==> config.mk <==
export PLATFORM = sky130hd
export DESIGN_NAME = axi_ar_push
export DESIGN_NICKNAME = d
export VERILOG_FILES = /design/src/rtl/axi_ar_push.sv
export SDC_FILE = /design/constraint.sdc
export NUM_CORES = 1
export LEC_CHECK = 0
export ABC_AREA = 1
export ABC_CLOCK_PERIOD_IN_PS = 4750
export CELL_PAD_IN_SITES_DETAIL_PLACEMENT = 1
export CELL_PAD_IN_SITES_GLOBAL_PLACEMENT = 1
export CORE_ASPECT_RATIO = 1.5
export CORE_UTILIZATION = 25
export DETAILED_ROUTE_END_ITERATION = 10
export PLACE_DENSITY = 0.69
export SETUP_SLACK_MARGIN = 0.3
export SYNTH_ARGS = -nofsm -noshare
export SYNTH_HDL_FRONTEND = slang
export SYNTH_SLANG_ARGS = --single-unit
==> constraint.sdc <==
create_clock -name clk -period 4.75 [get_ports clk]
set_clock_uncertainty 0.15 [all_clocks]
set_input_delay 0.95 -clock clk [delete_from_list [all_inputs] [get_ports clk]]
set_output_delay 0.95 -clock clk [all_outputs]
set_load 0.005 [all_outputs]
==> src/rtl/axi_ar_push.sv <==
// axi_ar_push: accepts AR handshakes, screens each burst for legality, swaps ARID for an
// internal tag and pushes legal requests into the AR FIFO. Define AR_4KB_CHECK_EN to reject INCR 4KB crossings.
//
// state | meaning
// IDLE  | ready for a new AR handshake
// PUSH  | legal request held, waiting for room in the AR FIFO
// ERR   | illegal request held, error response request presented
module axi_ar_push #(
  parameter int ARFIFO_DEPTH = 8,
  parameter int ID_WIDTH     = 4,
  parameter int ADDR_WIDTH   = 64,
  parameter int ARUSER_WIDTH = 3,
  parameter int DATA_WIDTH   = 128,
  localparam int TAG_W       = $clog2(ARFIFO_DEPTH),
  localparam int ENTRY_W     = TAG_W + ADDR_WIDTH + 8 + 3 + 2 + ARUSER_WIDTH
) (
  input  logic                    clk,
  input  logic                    ARESET,
  input  logic                    ARVALID,
  output logic                    ARREADY,
  input  logic [ID_WIDTH-1:0]     ARID,
  input  logic [ADDR_WIDTH-1:0]   ARADDR,
  input  logic [7:0]              ARLEN,
  input  logic [2:0]              ARSIZE,
  input  logic [1:0]              ARBURST,
  input  logic [ARUSER_WIDTH-1:0] ARUSER,
  output logic                    fifo_wr_en,
  output logic [ENTRY_W-1:0]      fifo_wr_data,
  input  logic                    fifo_full,
  input  logic [TAG_W-1:0]        tag_lkp_idx,
  output logic [ID_WIDTH-1:0]     tag_lkp_id,
  input  logic                    tag_release,
  output logic                    err_valid,
  output logic [ID_WIDTH-1:0]     err_id,
  output logic [7:0]              err_len,
  input  logic                    err_ready
);

  localparam int MAX_SIZE = $clog2(DATA_WIDTH / 8);
  localparam logic [2:0] MAX_SIZE_L = 3'(MAX_SIZE);
  localparam logic [TAG_W:0] DEPTH_C = (TAG_W + 1)'(ARFIFO_DEPTH);

  typedef enum logic [1:0] {IDLE, PUSH, ERR} state_t;

  state_t state, state_nxt;

  logic                    hs, push, rel, illegal, wrap_len_ok, cross_4k;
  logic [TAG_W:0]          outstanding;
  logic [TAG_W-1:0]        wr_tag;
  logic [ID_WIDTH-1:0]     h_id;
  logic [ADDR_WIDTH-1:0]   h_addr;
  logic [7:0]              h_len;
  logic [2:0]              h_size;
  logic [1:0]              h_burst;
  logic [ARUSER_WIDTH-1:0] h_user;
  logic [ID_WIDTH-1:0]     tag_tbl [ARFIFO_DEPTH];

`ifdef AR_4KB_CHECK_EN
  logic [12:0] aligned;
  logic [20:0] span;

  always_comb begin
    aligned  = {1'b0, ARADDR[11:0]} & ~((13'd1 << ARSIZE) - 13'd1);
    span     = (21'(ARLEN) + 21'd1) << ARSIZE;
    cross_4k = (ARBURST == 2'b01) && ((21'(aligned) + span) > 21'd4096);
  end
`else
  assign cross_4k = 1'b0;
`endif

  assign wrap_len_ok = (ARLEN == 8'd1) || (ARLEN == 8'd3) || (ARLEN == 8'd7) || (ARLEN == 8'd15);
  assign illegal = (ARBURST == 2'b11) || (ARSIZE > MAX_SIZE_L) ||
                   ((ARBURST == 2'b10) && !wrap_len_ok) || cross_4k;

  // a release with nothing outstanding is dropped so the count cannot underflow
  assign rel = tag_release && (outstanding != '0);

  assign tag_lkp_id = tag_tbl[tag_lkp_idx];

  always_ff @(posedge clk or posedge ARESET) begin
    if (ARESET) state <= IDLE;
    else        state <= state_nxt;
  end

  always_comb begin
    state_nxt = state;
    ARREADY   = 1'b0;
    err_valid = 1'b0;
    push      = 1'b0;
    hs        = 1'b0;
    case (state)
      IDLE: begin
        // gated by ARESET so ARREADY reads low while reset is held
        ARREADY = !ARESET && !fifo_full && (outstanding < DEPTH_C);
        hs      = ARVALID && ARREADY;
        if (hs) state_nxt = illegal ? ERR : PUSH;
      end
      PUSH: begin
        push = !fifo_full;
        if (push) state_nxt = IDLE;
      end
      ERR: begin
        err_valid = 1'b1;
        if (err_ready) state_nxt = IDLE;
      end
      default: state_nxt = IDLE;
    endcase
  end

  always_ff @(posedge clk or posedge ARESET) begin
    if (ARESET) begin
      fifo_wr_en   <= 1'b0;
      fifo_wr_data <= '0;
      err_id       <= '0;
      err_len      <= '0;
      wr_tag       <= '0;
      outstanding  <= '0;
      h_id         <= '0;
      h_addr       <= '0;
      h_len        <= '0;
      h_size       <= '0;
      h_burst      <= '0;
      h_user       <= '0;
      for (int i = 0; i < ARFIFO_DEPTH; i++) tag_tbl[i] <= '0;
    end else begin
      fifo_wr_en <= push;
      if (hs) begin
        h_id    <= ARID;
        h_addr  <= ARADDR;
        h_len   <= ARLEN;
        h_size  <= ARSIZE;
        h_burst <= ARBURST;
        h_user  <= ARUSER;
        if (illegal) begin
          err_id  <= ARID;
          err_len <= ARLEN;
        end
      end
      if (push) begin
        fifo_wr_data    <= {wr_tag, h_addr, h_len, h_size, h_burst, h_user};
        tag_tbl[wr_tag] <= h_id;
        wr_tag          <= (wr_tag == TAG_W'(ARFIFO_DEPTH - 1)) ? '0 : wr_tag + TAG_W'(1);
      end
      case ({push, rel})
        2'b10:   if (outstanding < DEPTH_C) outstanding <= outstanding + (TAG_W + 1)'(1);
        2'b01:   outstanding <= outstanding - (TAG_W + 1)'(1);
        default: outstanding <= outstanding;
      endcase
    end
  end

endmodule
---- After elaboration in Yosys (flattened, before gate mapping) ----
Index checks and enable logic that the tools add are counted.
storage, ports and cells
  input bits .............................. 93
  output and inout bits ................... 102
  logic and storage cells ................. 84
  register bits after elaboration ......... 221
cells by class
  reductions and logical operators ........ 20
  $lt $le $gt $ge ......................... 5
  equality and inequality tests ........... 15
  multiplexer cells ....................... 18
  bitwise operators ....................... 2
  add/subtract/negate cells ............... 3
operators with widths
  operator                                                               number
  32-bit bitwise mux                                                     1
  4-bit two-way mux                                                      4
  4-bit binary-select mux with 3-bit select                              1
  4-bit demux with 3-bit select                                          1
  2-bit == test (second input constant)                                  4
  8-bit by 1-bit == test with 1-bit output (second input constant)       1
  8-bit by 2-bit == test with 1-bit output (second input constant)       1
  8-bit by 3-bit == test with 1-bit output (second input constant)       1
  8-bit by 4-bit == test with 1-bit output (second input constant)       1
  4-bit >= comparator (second input constant)                            2
  2-bit two-way mux                                                      4
  2-bit != test (second input constant)                                  4
  3-bit NOT with 4-bit output                                            2
  4-bit one-hot mux with 2 select lines                                  1
  1-bit logical AND                                                      6
  2-bit one-hot mux with 3 select lines                                  1
  1-bit logical OR                                                       5
  4-bit by 1-bit adder with 4-bit output (second input constant)         1
  2-bit by 1-bit == test with 1-bit output (second input constant)       2
  4-bit by 1-bit < comparator with 1-bit output (second input constant)  1
  4-bit < comparator (second input constant)                             1
  1-bit two-way mux                                                      4
  2-bit AND reduction                                                    2
  4-bit nonzero test                                                     1
  9 further kinds                                                        11

---- Logic depth before layout (Yosys ltp) ----
  depth in word-level cells ............... 10
  mapped depth ............................ 11
  depth with buffers taken out ............ 10

---- Worst setup path before layout ----
No wires, ideal clock.
  path kind ............................... in2out
  from .................................... input port ARESET
  to ...................................... output port ARREADY
  data required time ...................... 3650 ps
  path buffers ............................ 0
  data arrival time ....................... 3941 ps
  cell stages on the path ................. 3
  slack ................................... -291 ps
  cells stage by stage .................... inv_2 > nand3_1 > nor3_2
between the ends
  cells in the longest elaborated chain, start to end .. 4
RTL lines
  what                                RTL line  RTL
  start, declared                     18        input logic ARESET,
  1-bit logical NOT (no source line)  -
  1-bit logical AND (2 in a row)      94        ARREADY = !ARESET && !fifo_full && (outstanding < DEPTH_C);
  1-bit two-way mux                   91        case (state)
  end, declared                       20        output logic ARREADY,
No other way between the ends.

---- Worst setup path in the final report ----
  from .................................... input port tag_lkp_idx[1]
  to ...................................... output port tag_lkp_id[2]
between the ends
  cells in the longest elaborated chain, start to end .. 4
RTL lines
  what                                                  RTL line  RTL
  start, declared                                       30        input logic [TAG_W-1:0] tag_lkp_idx,
  3-bit NOT with 4-bit output (implied by the code)     78        assign tag_lkp_id = tag_tbl[tag_lkp_idx];
  4-bit binary-select mux with 3-bit select             78
  4-bit two-way mux (implied by the code) (2 in a row)  78
  end, declared                                         31        output logic [ID_WIDTH-1:0] tag_lkp_id,
No other way between the ends. The select of a mux whose other input is x is not followed.

==> flow_summary.toml <==
[outcome]
status = "completed"

[die]
initial_core_util = 0.2544
die_w_um = 154.7
io_pins = 195
fp.coreArea_mm2 = 0.03437
dieArea_mm2 = 0.03575
die_h_um = 231.1
num_rows = 83

[power_and_ir_drop]
ir_drop_mv = 0.2733
power_density_mw_per_mm2 = 608.0
p_leak_nw = 5.383

[cts]
cts.reportedPaths.clkPinSlew_ps = 60
cts-root-buf = "clkbuf_16"
post_cts.repair.setup_buffers = 0
cts_buffer_depth = 3
worstSkewPairLatency_ps = 520
h-tree-depth = 1
ctsResizeCount = 0
numClockSinks = 221
cts_tree = "yes"
cts_inserted_buffers = 24
cts_hold_buf = 0

[worst_setup_path]
worstSetupPathType = "input pin to primary output"
crit_path_end_kind = "primary output"
critical_path_buf_inv_count = 2
cpMaxStageDelayCell = "clkdlybuf4s50_1"
cp_top_family = "buffers and inverters"
critPathRequiredTime_ps = 3650
path_cells = "clkdlybuf4s50_1 -> o21ai_0 -> o21ai_0 -> nor2_1 -> a31oi_1 -> clkdlybuf4s50_1"
start_kind = "input pin"
worst-endpoint-arrival_ps = 2950
cp_max_fo = 16
slowest_delay_ps = 800

[synthesis]
synth_cells = 922
yosys_warnings = 0
syn-mean-instance-area_um2 = 9.484
ys_seq_elements = 221
synth_nets = 1018
netlist-cell-type-count = 34
synth-seq-area-share = 0.6324
synth_area_mm2 = 0.008745

[run]
maxCapViolCount = 0

[timing]
setup_tns_ps = 0
period_needed_ps = 4046
worst_slew_pin_slew_ps = 921.9
fmax_mhz = 247.2
hold_ws_ps = 323.3
setup_slack_ps = 703.9
fin_crit_sh = 0.8518
drv_slew = 0
rsz0062_at_grt = "no"
finalHoldViolations = 0
setup_viol = 0
relSlewSlack = 0.3854

[layout]
layout-drive-gt1-share = 0.05971
area_growth_pct = 36.77
nNetsFinal = 1201
final_cells = 1591
layout_common_cells = "240 x nand2_1, 221 x dfrtp_1, 204 x o21ai_0"
layout_commonest_cell = "nand2_1"
final_util = 0.3479

[placed_design]
gp_congestion = 0.7976
dpl.cell_count = 1546
dp_slack_ps = 745.5
io_buffers = 194
hpwl_mm = 16.59

[routing]
drc_errors = 0
first_pass_iters = 4
drtIter0Drc = 233
totalWireLength_mm = 23.76
avgViaCountPerCell = 4.206
detail_route.wl_per_cell_um = 14.93
vias = 6691
ant_nets = 0

[global_routing]
grt_max_degree = 154
grt_usage = 0.1381
grt-ovfl-total = 0
grt_pass1_vias = 7288
antenna_found_initial = 2
grt_pass1_wl_mm = 39.27

[worst_hold_path]
hold_class = "flop to flop"
synthesized netlist by cell type (all sizes together):
cell,n,area (µm²)
nand2,242,913.4
o21ai,225,1126
nand4,3,18.77
nor3,3,42.54
xnor2,1,8.760
inv,117,444.2
a31oi,4,25.02
a21oi,9,48.80
xor2,1,8.760
clkbuf,13,50.04
nand3,13,80.08
o211ai,6,45.04
dfrtp,221,5530
buf,31,201.4
ha,3,37.54
nor2,25,125.1
and2,1,7.510
o21bai,1,11.26
or2,1,6.260
o22ai,1,6.260
o31ai,1,7.510
metrics by stage:
| stage | area [µm²] | power [mW] |
|---|---|---|
| 2_1_floorplan | 8747 | 4.029 |
| 4_1_cts | 11960 | 7.433 |
| 6_report | 11960 | 7.271 |
| 5_1_grt | 11960 | 7.800 |
| 3_5_place_dp | 11110 | 5.393 |
| 3_3_place_gp | 11110 | 5.285 |
where the power goes:
part           internal, mW  switching (mW)
clock network          1.19           0.776
logic                  1.16           0.994
registers              2.72           0.424
cell families after synthesis:
logic type	synth area share
AO/OA/AOI/OAI	0.1452
buffers and inverters	0.07955
flip-flops	0.6324
adder cells (fa/ha/maj)	0.004293
XOR/XNOR	0.002004
AND/OR/NAND/NOR	0.1365
sequential cells by signal, indices dropped and copies added, names as in the netlist:
signal and cells:
wr_tag 3, fifo_wr_data 83, h_len 8, state 2, tag_tbl 32, h_id 4
h_addr 64, err_len 8, err_id 4, outstanding 4, fifo_wr_en 1, h_burst 2
h_size 3, h_user 3
tightest hold or removal path, cell delays in order, from the launching register on:
cell and delay, ps:
dfrtp_1 340, nand2_1 50, nand2_1 50
per-layer routing:
metal / global-route usage / up-vias / share of wire
met2: 0.2538 / 135 / 0.52
met4: 0.05662 / 2 / 0.033
met3: 0.02450 / 45 / 0.045
met1: 0.1562 / 3215 / 0.40
li1: - / 3294 / -
met5: 0 / - / 0.00055
path summary, 6_finish.rpt:
kind / startpoint / endpoint / slack (ps) / cells past startpoint
max reg2reg: outstanding[3]$_DFFE_PP0P_ / err_len[1]$_DFFE_PP0P_ / 2480 / 7
max in group asynchronous: ARESET / h_addr[43]$_DFFE_PP0N_ / 2030 / 4
max: tag_lkp_idx[1] / tag_lkp_id[2] / 700 / 6
min reg2reg: err_id[2]$_DFFE_PP0P_ / err_id[2]$_DFFE_PP0P_ / 320 / 2
min: err_id[2]$_DFFE_PP0P_ / err_id[2]$_DFFE_PP0P_ / 320 / 2
min in group asynchronous: ARESET / err_len[1]$_DFFE_PP0P_ / 1040 / 3
cell type report:
class	count	area, µm²
fillers	3908	22410
flip-flops and latches	221	5530
multi-input cells	540	2527
repair buffers	201	2019
clock buffers	35	743.2
well taps	467	584.3
inverters	117	451.7
clock inverters	8	98.84
diodes	2	5.005
No activity file was read; power rests on OpenSTA's default activity.
